<file path="config.mk">
export PLATFORM = sky130hd
export DESIGN_NAME = plab4_net_router_input_terminal_arbiter_tdm
export DESIGN_NICKNAME = d
export VERILOG_FILES = /design/src/rtl/plab4_net_router_input_terminal_arbiter_tdm_pkg.sv /design/src/rtl/plab4_net_router_input_terminal_arbiter_tdm_route.sv /design/src/rtl/plab4_net_router_input_terminal_arbiter_tdm.sv
export SDC_FILE = /design/constraint.sdc
export NUM_CORES = 1
export LEC_CHECK = 0
export CORE_AREA = 2 2 39 41
export CTS_CLUSTER_DIAMETER = 150
export CTS_CLUSTER_SIZE = 30
export DETAILED_ROUTE_END_ITERATION = 8
export DIE_AREA = 0 0 41 43
export PLACE_DENSITY = 0.71
export SYNTH_ARGS = -nofsm -noshare
export SYNTH_HDL_FRONTEND = slang
export SYNTH_SLANG_ARGS = --single-unit
</file>
<file path="constraint.sdc">
create_clock -name clk -period 2.5 [get_ports clk]
set_input_delay 0.5 -clock clk [delete_from_list [all_inputs] [get_ports clk]]
set_output_delay 0.5 -clock clk [all_outputs]
set_load 0.05 [all_outputs]
</file>
<file path="src/rtl/plab4_net_router_input_terminal_arbiter_tdm_pkg.sv">
// Shared definitions for the TDM input-terminal arbiter: request bit positions,
// the bubble credit threshold and the domain-index width rule.
package plab4_net_arb_pkg;

   localparam int REQ_WEST      = 0;
   localparam int REQ_TERM      = 1;
   localparam int REQ_EAST      = 2;
   localparam int BUBBLE_CREDIT = 2;

   // A domain index is never narrower than one bit, even for degenerate counts.
   function automatic int dom_nbits(input int num_domains);
      return (num_domains < 2) ? 1 : $clog2(num_domains);
   endfunction

endpackage

</file>
<file path="src/rtl/plab4_net_router_input_terminal_arbiter_tdm_route.sv">
// Per-domain route computation on a ring: terminal, east (shortest or tie) or
// west, with east/west gated by the downstream bubble credit.
module plab4_net_route_compute
   import plab4_net_arb_pkg::*;
#(
   parameter int p_router_id      = 0,
   parameter int p_num_routers    = 8,
   parameter int p_num_free_nbits = 2,
   parameter int c_dest_nbits     = $clog2(p_num_routers)
)(
   input  logic [c_dest_nbits-1:0]     dest,
   input  logic [p_num_free_nbits-1:0] num_free_west,
   input  logic [p_num_free_nbits-1:0] num_free_east,
   output logic [2:0]                  route
);

   localparam int c_dw = c_dest_nbits + 1;
   localparam logic [c_dw-1:0] c_id   = c_dw'(p_router_id);
   localparam logic [c_dw-1:0] c_wrap = c_dw'(p_num_routers - p_router_id);
   localparam logic [c_dw-1:0] c_half = c_dw'(p_num_routers / 2);

   logic [c_dw-1:0] dest_s;
   logic [c_dw-1:0] dist_s;
   logic            east_ok_s;
   logic            west_ok_s;

   // Eastward ring distance, then direction choice with credit gating.
   always_comb begin
      dest_s    = {1'b0, dest};
      dist_s    = {c_dw{1'b0}};
      east_ok_s = int'(num_free_east) >= BUBBLE_CREDIT;
      west_ok_s = int'(num_free_west) >= BUBBLE_CREDIT;
      route     = 3'b000;
      if (dest_s >= c_id) begin
         dist_s = dest_s - c_id;
      end else begin
         dist_s = dest_s + c_wrap;
      end
      if (dist_s == {c_dw{1'b0}}) begin
         route[REQ_TERM] = 1'b1;
      end else if (dist_s <= c_half) begin
         route[REQ_EAST] = east_ok_s;
      end else begin
         route[REQ_WEST] = west_ok_s;
      end
   end

endmodule

</file>
<file path="src/rtl/plab4_net_router_input_terminal_arbiter_tdm.sv">
// TDM input-terminal arbiter: only the slot owner may request; last slot cycle is dead.
// Optional build macro PLAB4_NET_ARB_WORK_CONSERVING_EN skips idle owners and drops the dead cycle.
module plab4_net_router_input_terminal_arbiter_tdm
   import plab4_net_arb_pkg::*;
#(
   parameter int p_router_id      = 0,
   parameter int p_num_routers    = 8,
   parameter int p_num_free_nbits = 2,
   parameter int p_num_domains    = 2,
   parameter int p_slot_len       = 4,
   parameter int c_dest_nbits     = $clog2(p_num_routers),
   parameter int c_dom_nbits      = dom_nbits(p_num_domains),
   parameter int c_slot_nbits     = $clog2(p_slot_len)
)(
   input  logic                                  clk,
   input  logic                                  reset,
   input  logic [p_num_domains*c_dest_nbits-1:0]     dest,
   input  logic [p_num_domains-1:0]              in_val,
   output logic [p_num_domains-1:0]              in_rdy,
   input  logic [p_num_domains*p_num_free_nbits-1:0] num_free_west,
   input  logic [p_num_domains*p_num_free_nbits-1:0] num_free_east,
   output logic [2:0]                            reqs,
   input  logic [2:0]                            grants,
   output logic [c_dom_nbits-1:0]                cur_domain,
   output logic [c_slot_nbits-1:0]               slot_cnt
);

   logic [2:0]               route_s [p_num_domains];
   logic [p_num_domains-1:0] owner_sel_s;
   logic [2:0]               owner_route_s;
   logic                     owner_val_s;
   logic                     last_s;
   logic                     open_s;
   logic                     xfer_s;
   logic [c_dom_nbits-1:0]   cur_domain_r;
   logic [c_slot_nbits-1:0]  slot_cnt_r;
   logic [c_dom_nbits-1:0]   dom_nxt_s;
   logic [c_slot_nbits-1:0]  slot_nxt_s;

   for (genvar d = 0; d < p_num_domains; d++) begin : g_route
      plab4_net_route_compute #(
         .p_router_id      (p_router_id),
         .p_num_routers    (p_num_routers),
         .p_num_free_nbits (p_num_free_nbits),
         .c_dest_nbits     (c_dest_nbits)
      ) u_route (
         .dest          (dest[d*c_dest_nbits +: c_dest_nbits]),
         .num_free_west (num_free_west[d*p_num_free_nbits +: p_num_free_nbits]),
         .num_free_east (num_free_east[d*p_num_free_nbits +: p_num_free_nbits]),
         .route         (route_s[d])
      );
   end

   // Owner selection by AND-OR masking so non-owner inputs never reach the output.
   always_comb begin
      owner_route_s = 3'b000;
      owner_val_s   = 1'b0;
      for (int d = 0; d < p_num_domains; d++) begin
         owner_sel_s[d] = (cur_domain_r == c_dom_nbits'(d));
         owner_route_s  = owner_route_s | (route_s[d] & {3{owner_sel_s[d]}});
         owner_val_s    = owner_val_s | (in_val[d] & owner_sel_s[d]);
      end
   end

   assign last_s = (slot_cnt_r == c_slot_nbits'(p_slot_len - 1));
`ifdef PLAB4_NET_ARB_WORK_CONSERVING_EN
   assign open_s = 1'b1;
`else
   assign open_s = ~last_s;
`endif

   // Requests and dequeue; reset is folded in so outputs are quiet while it is held.
   always_comb begin
      reqs = 3'b000;
      if (reset && owner_val_s && open_s) begin
         reqs = owner_route_s;
      end else begin
         reqs = 3'b000;
      end
      xfer_s = |(reqs & grants);
      in_rdy = owner_sel_s & {p_num_domains{xfer_s}};
   end

`ifdef PLAB4_NET_ARB_WORK_CONSERVING_EN
   logic                   skip_found_s;
   logic [c_dom_nbits-1:0] skip_dom_s;

   // Round-robin search from owner+1; descending scan so the nearest hit wins.
   always_comb begin
      skip_found_s = 1'b0;
      skip_dom_s   = cur_domain_r;
      for (int k = p_num_domains - 1; k >= 1; k--) begin
         if (in_val[(int'(cur_domain_r) + k) % p_num_domains]) begin
            skip_found_s = 1'b1;
            skip_dom_s   = c_dom_nbits'((int'(cur_domain_r) + k) % p_num_domains);
         end else begin
            skip_found_s = skip_found_s;
         end
      end
   end
`endif

   // Fixed slot schedule: count within the slot, hand over at the last cycle.
   always_comb begin
      slot_nxt_s = slot_cnt_r;
      dom_nxt_s  = cur_domain_r;
      if (last_s) begin
         slot_nxt_s = {c_slot_nbits{1'b0}};
         if (cur_domain_r == c_dom_nbits'(p_num_domains - 1)) begin
            dom_nxt_s = {c_dom_nbits{1'b0}};
         end else begin
            dom_nxt_s = cur_domain_r + c_dom_nbits'(1);
         end
      end else begin
         slot_nxt_s = slot_cnt_r + c_slot_nbits'(1);
      end
`ifdef PLAB4_NET_ARB_WORK_CONSERVING_EN
      if ((slot_cnt_r == {c_slot_nbits{1'b0}}) && !owner_val_s && skip_found_s) begin
         dom_nxt_s  = skip_dom_s;
         slot_nxt_s = {c_slot_nbits{1'b0}};
      end else begin
         dom_nxt_s  = dom_nxt_s;
      end
`endif
   end

   // Slot owner and position registers.
   always_ff @(posedge clk or negedge reset) begin
      if (!reset) begin
         cur_domain_r <= {c_dom_nbits{1'b0}};
         slot_cnt_r   <= {c_slot_nbits{1'b0}};
      end else begin
         cur_domain_r <= dom_nxt_s;
         slot_cnt_r   <= slot_nxt_s;
      end
   end

   assign cur_domain = cur_domain_r;
   assign slot_cnt   = slot_cnt_r;

endmodule

</file>
==> metrics.csv <==
stage,metric,value,unit
run_status,status,"finished, final reports clean",
power_and_ir_drop,Seq pwr share,24.5,%
synthesis,Mapped Cells,26,
placement,Place WS,-0.103,ns
synthesis,Synth Register Bits,3,
synthesis,area share of fa/ha/maj cells after synthesis,4.26,%
sta,final count of negative-setup-slack endpoints,0,
global_route,total track usage,12.8,%
clock_tree,cts-stage hold buffer count,0,
power_and_ir_drop,sw frac,24.5,%
floorplanning,die width,41,um
power_and_ir_drop,Static Leak,0.000334,uW
global_route,initial antenna violation count,0,
power_and_ir_drop,Sw Pwr,48.9,uW
synthesis,sequential element share of the synthesized area,25.5,%
synthesis,post-synthesis cell area,294,um^2
power_and_ir_drop,Tot Pwr,199,uW
finish,Layout Nets,84,
placement,IO Port Bufs,24,
sta,max_slew headroom,66.2,%
finish,final core utilization,55.3,%
critical_path,CP Data Required Time,2.00,ns
floorplanning,row cnt,14,
global_route,total grt overflow,0,
clock_tree,Num CTS Buffers,3,
finish,share of cells above drive strength 1,50.8,%
routing,final wirelength,928,um
finish,multi-input logic area,283,um^2
routing,via density per instance,4.75,
clock_tree,CTS root buf,clkbuf_4,
routing,Pre-Repair DR Iteration Count,2,
synthesis,area fraction in compound gates after synthesis,30.6,%
power_and_ir_drop,Power Internal,150,uW
floorplanning,CORE AREA,1380,um^2
routing,via count,366,
finish,register area,78.8,um^2
synthesis,Mapped Nets,48,
synthesis,simple-gate share of the synthesized area,31.5,%
clock_tree,CTS tree,done,
placement,hpwl dp,771,um
routing,DR iter-0 viols,3,
floorplanning,die span in y,43,um
power_and_ir_drop,share of power burned in combinational logic,34.6,%
power_and_ir_drop,clock power share,40.8,%
floorplanning,total die area,1760,um^2
synthesis,Post-Synth XOR/XNOR Area,2.98,%
finish,antenna cells,0,
synthesis,Syn. warnings,0,
synthesis,post-synthesis mux area share,3.40,%
floorplanning,Starting Density,21.2,%
finish,Layout Area Growth over Synthesis,160,%
sta,RSZ-0062 raised after global routing,no,
clock_tree,CTS sink cnt,3,
sta,final worst path period share,97.0,%
global_route,vias in the first global route,375,
critical_path,critical-path maximum fanout,2,
clock_tree,"CTS clk-pin slew, worst paths",0.04,ns
clock_tree,maximum clock insertion buffer count,2,
routing,Antenna Nets Post-Route,0,
sta,"Hold Violations, Final",0,
global_route,first-pass GRT wire length,1480,um
sta,Slew @ Worst Pin,0.505,ns
critical_path,Setup Crit Path Kind,input pin to primary output,
synthesis,Avg Synthesized Cell Area,11.3,um^2
critical_path,crit path DAT,1.93,ns
finish,fill count,126,
sta,Worst Skew,0.00271,ns
sta,setup slack after layout,0.0749,ns
routing,drt drc,0,
sta,setup TNS,0,ns
sta,FMAX,412,MHz
synthesis,Synth cell types,21,
flow_run,Max-cap violations,0,
sta,"Slew Viols, Final",0,
floorplanning,IO Count,29,
min_path,Worst Hold Class,input pin to async pin,
power_and_ir_drop,power per cell area,260,nW/um^2
global_route,largest net degree at the start of global routing,10,
finish,"most common cell after layout, fill and taps aside",clkdlybuf4s50_1,
clock_tree,CTS H-tree depth,1,
clock_tree,clk_lat worst skew,0.23,ns
finish,most frequent cells in the layout,"11 x clkdlybuf4s50_1, 9 x buf_4, 8 x dlymetal6s2s_1",
routing,Wirelength per Cell,12.1,um
critical_path,Crit. End Element,primary output,
critical_path,CP startpoint kind,input pin,
power_and_ir_drop,maximum VDD drop,0.164,mV
sta,min cycle time layout,2.43,ns
synthesis,largest family of logic cells by synthesized area,simple AND/OR/NAND/NOR gates,
placement,routability cong.,0.602,
==> Yosys cell counts (all sizes together) <==
| master | instances | area share [%] |
|---|---|---|
| dfrtp | 3 | 26 |
| o211ai | 3 | 9.4 |
| o21ai | 2 | 3.4 |
| o22ai | 2 | 8.5 |
| or3 | 2 | 6.0 |
| a21boi | 1 | 2.6 |
| a21oi | 1 | 1.7 |
| a22oi | 1 | 2.6 |
| and4 | 1 | 3.0 |
| and4b | 1 | 4.7 |
| buf | 1 | 1.7 |
| ha | 1 | 4.3 |
| mux2i | 1 | 3.4 |
| nand4b | 1 | 3.0 |
| nand4bb | 1 | 9.4 |
| nor2 | 1 | 1.3 |
| nor3b | 1 | 4.3 |
| o21a | 1 | 2.6 |
| xor2 | 1 | 3.0 |
==> layout make-up <==
cell class / count / share of cell area (%)
repair buffers: 32 / 46.7
multi-input cells: 22 / 36.9
flip-flops and latches: 3 / 10.3
clock buffers: 4 / 3.43
well taps: 16 / 2.61
==> power groups by stage <==
stage / Combinational [uW] / Clock, uW / Sequential [uW]
2_1_floorplan: 22.9 / 0 / 49.4
3_3_place_gp: 68.2 / 0 / 49.4
3_5_place_dp: 69.0 / 0 / 49.4
4_1_cts: 70.8 / 85.8 / 48.8
5_1_grt: 73.3 / 88.4 / 48.8
6_report: 69.0 / 81.4 / 48.8
==> flip-flops by register name (all words and copies together) (netlist names) <==
signal and count:
slot_cnt 2, cur_domain 1
==> metrics by stage <==
stage,hold WS (ns),area (um^2),instances
after floorplan,0.204,353,26
after global placement,0.465,706,73
after detailed placement,0.475,706,73
after CTS,0.482,741,77
after global routing,0.341,766,77
final,0.329,766,77
==> repair_timing <==
action | in CTS | in global routing
setup endpoints to repair | 2 | 2
setup buffers | 1 | 0
pin swaps | 5 | 11
resized for setup | 1 | 9
==> final timing paths <==
path	end	depth (start not counted)	startpoint	slack (ns)
worst min-delay path	cur_domain	2	reset	0.33
worst min register to register	slot_cnt[0]	1	slot_cnt[0]	0.48
worst max register to register	cur_domain	2	slot_cnt[0]	1.63
min in group clk	slot_cnt[0]	1	slot_cnt[0]	0.48
worst max-delay path	in_rdy[1]	6	in_val[0]	0.07
max in group asynchronous	slot_cnt[1]	2	reset	2.06
==> cells by family (layout without fill, tap and decap cells) <==
group,after synthesis,in the layout
AOI/OAI and AO/OA,11,11
and+or+nand+nor,8,8
DFF,3,3
adders and majority gates,1,1
xor gates and xnor gates,1,1
muxes,1,1
buffers and inverters,1,36
==> worst max-delay path, stage by stage <==
cell             delay, ns
clkdlybuf4s50_1       0.53
nand4bb_4             0.17
o22ai_4               0.22
a22oi_2               0.16
a21boi_4              0.20
buf_12                0.15
==> layer usage <==
| metal | share of wire [%] | global-route usage [%] | vias up |
|---|---|---|---|
| met5 | 0 | 0 | - |
| met4 | 0 | 6.00 | 0 |
| met3 | 7.4 | 6.28 | 0 |
| met2 | 57 | 21.9 | 14 |
| met1 | 35 | 11.7 | 173 |
| li1 | - | - | 179 |
Power figures use the tool's default switching activity.
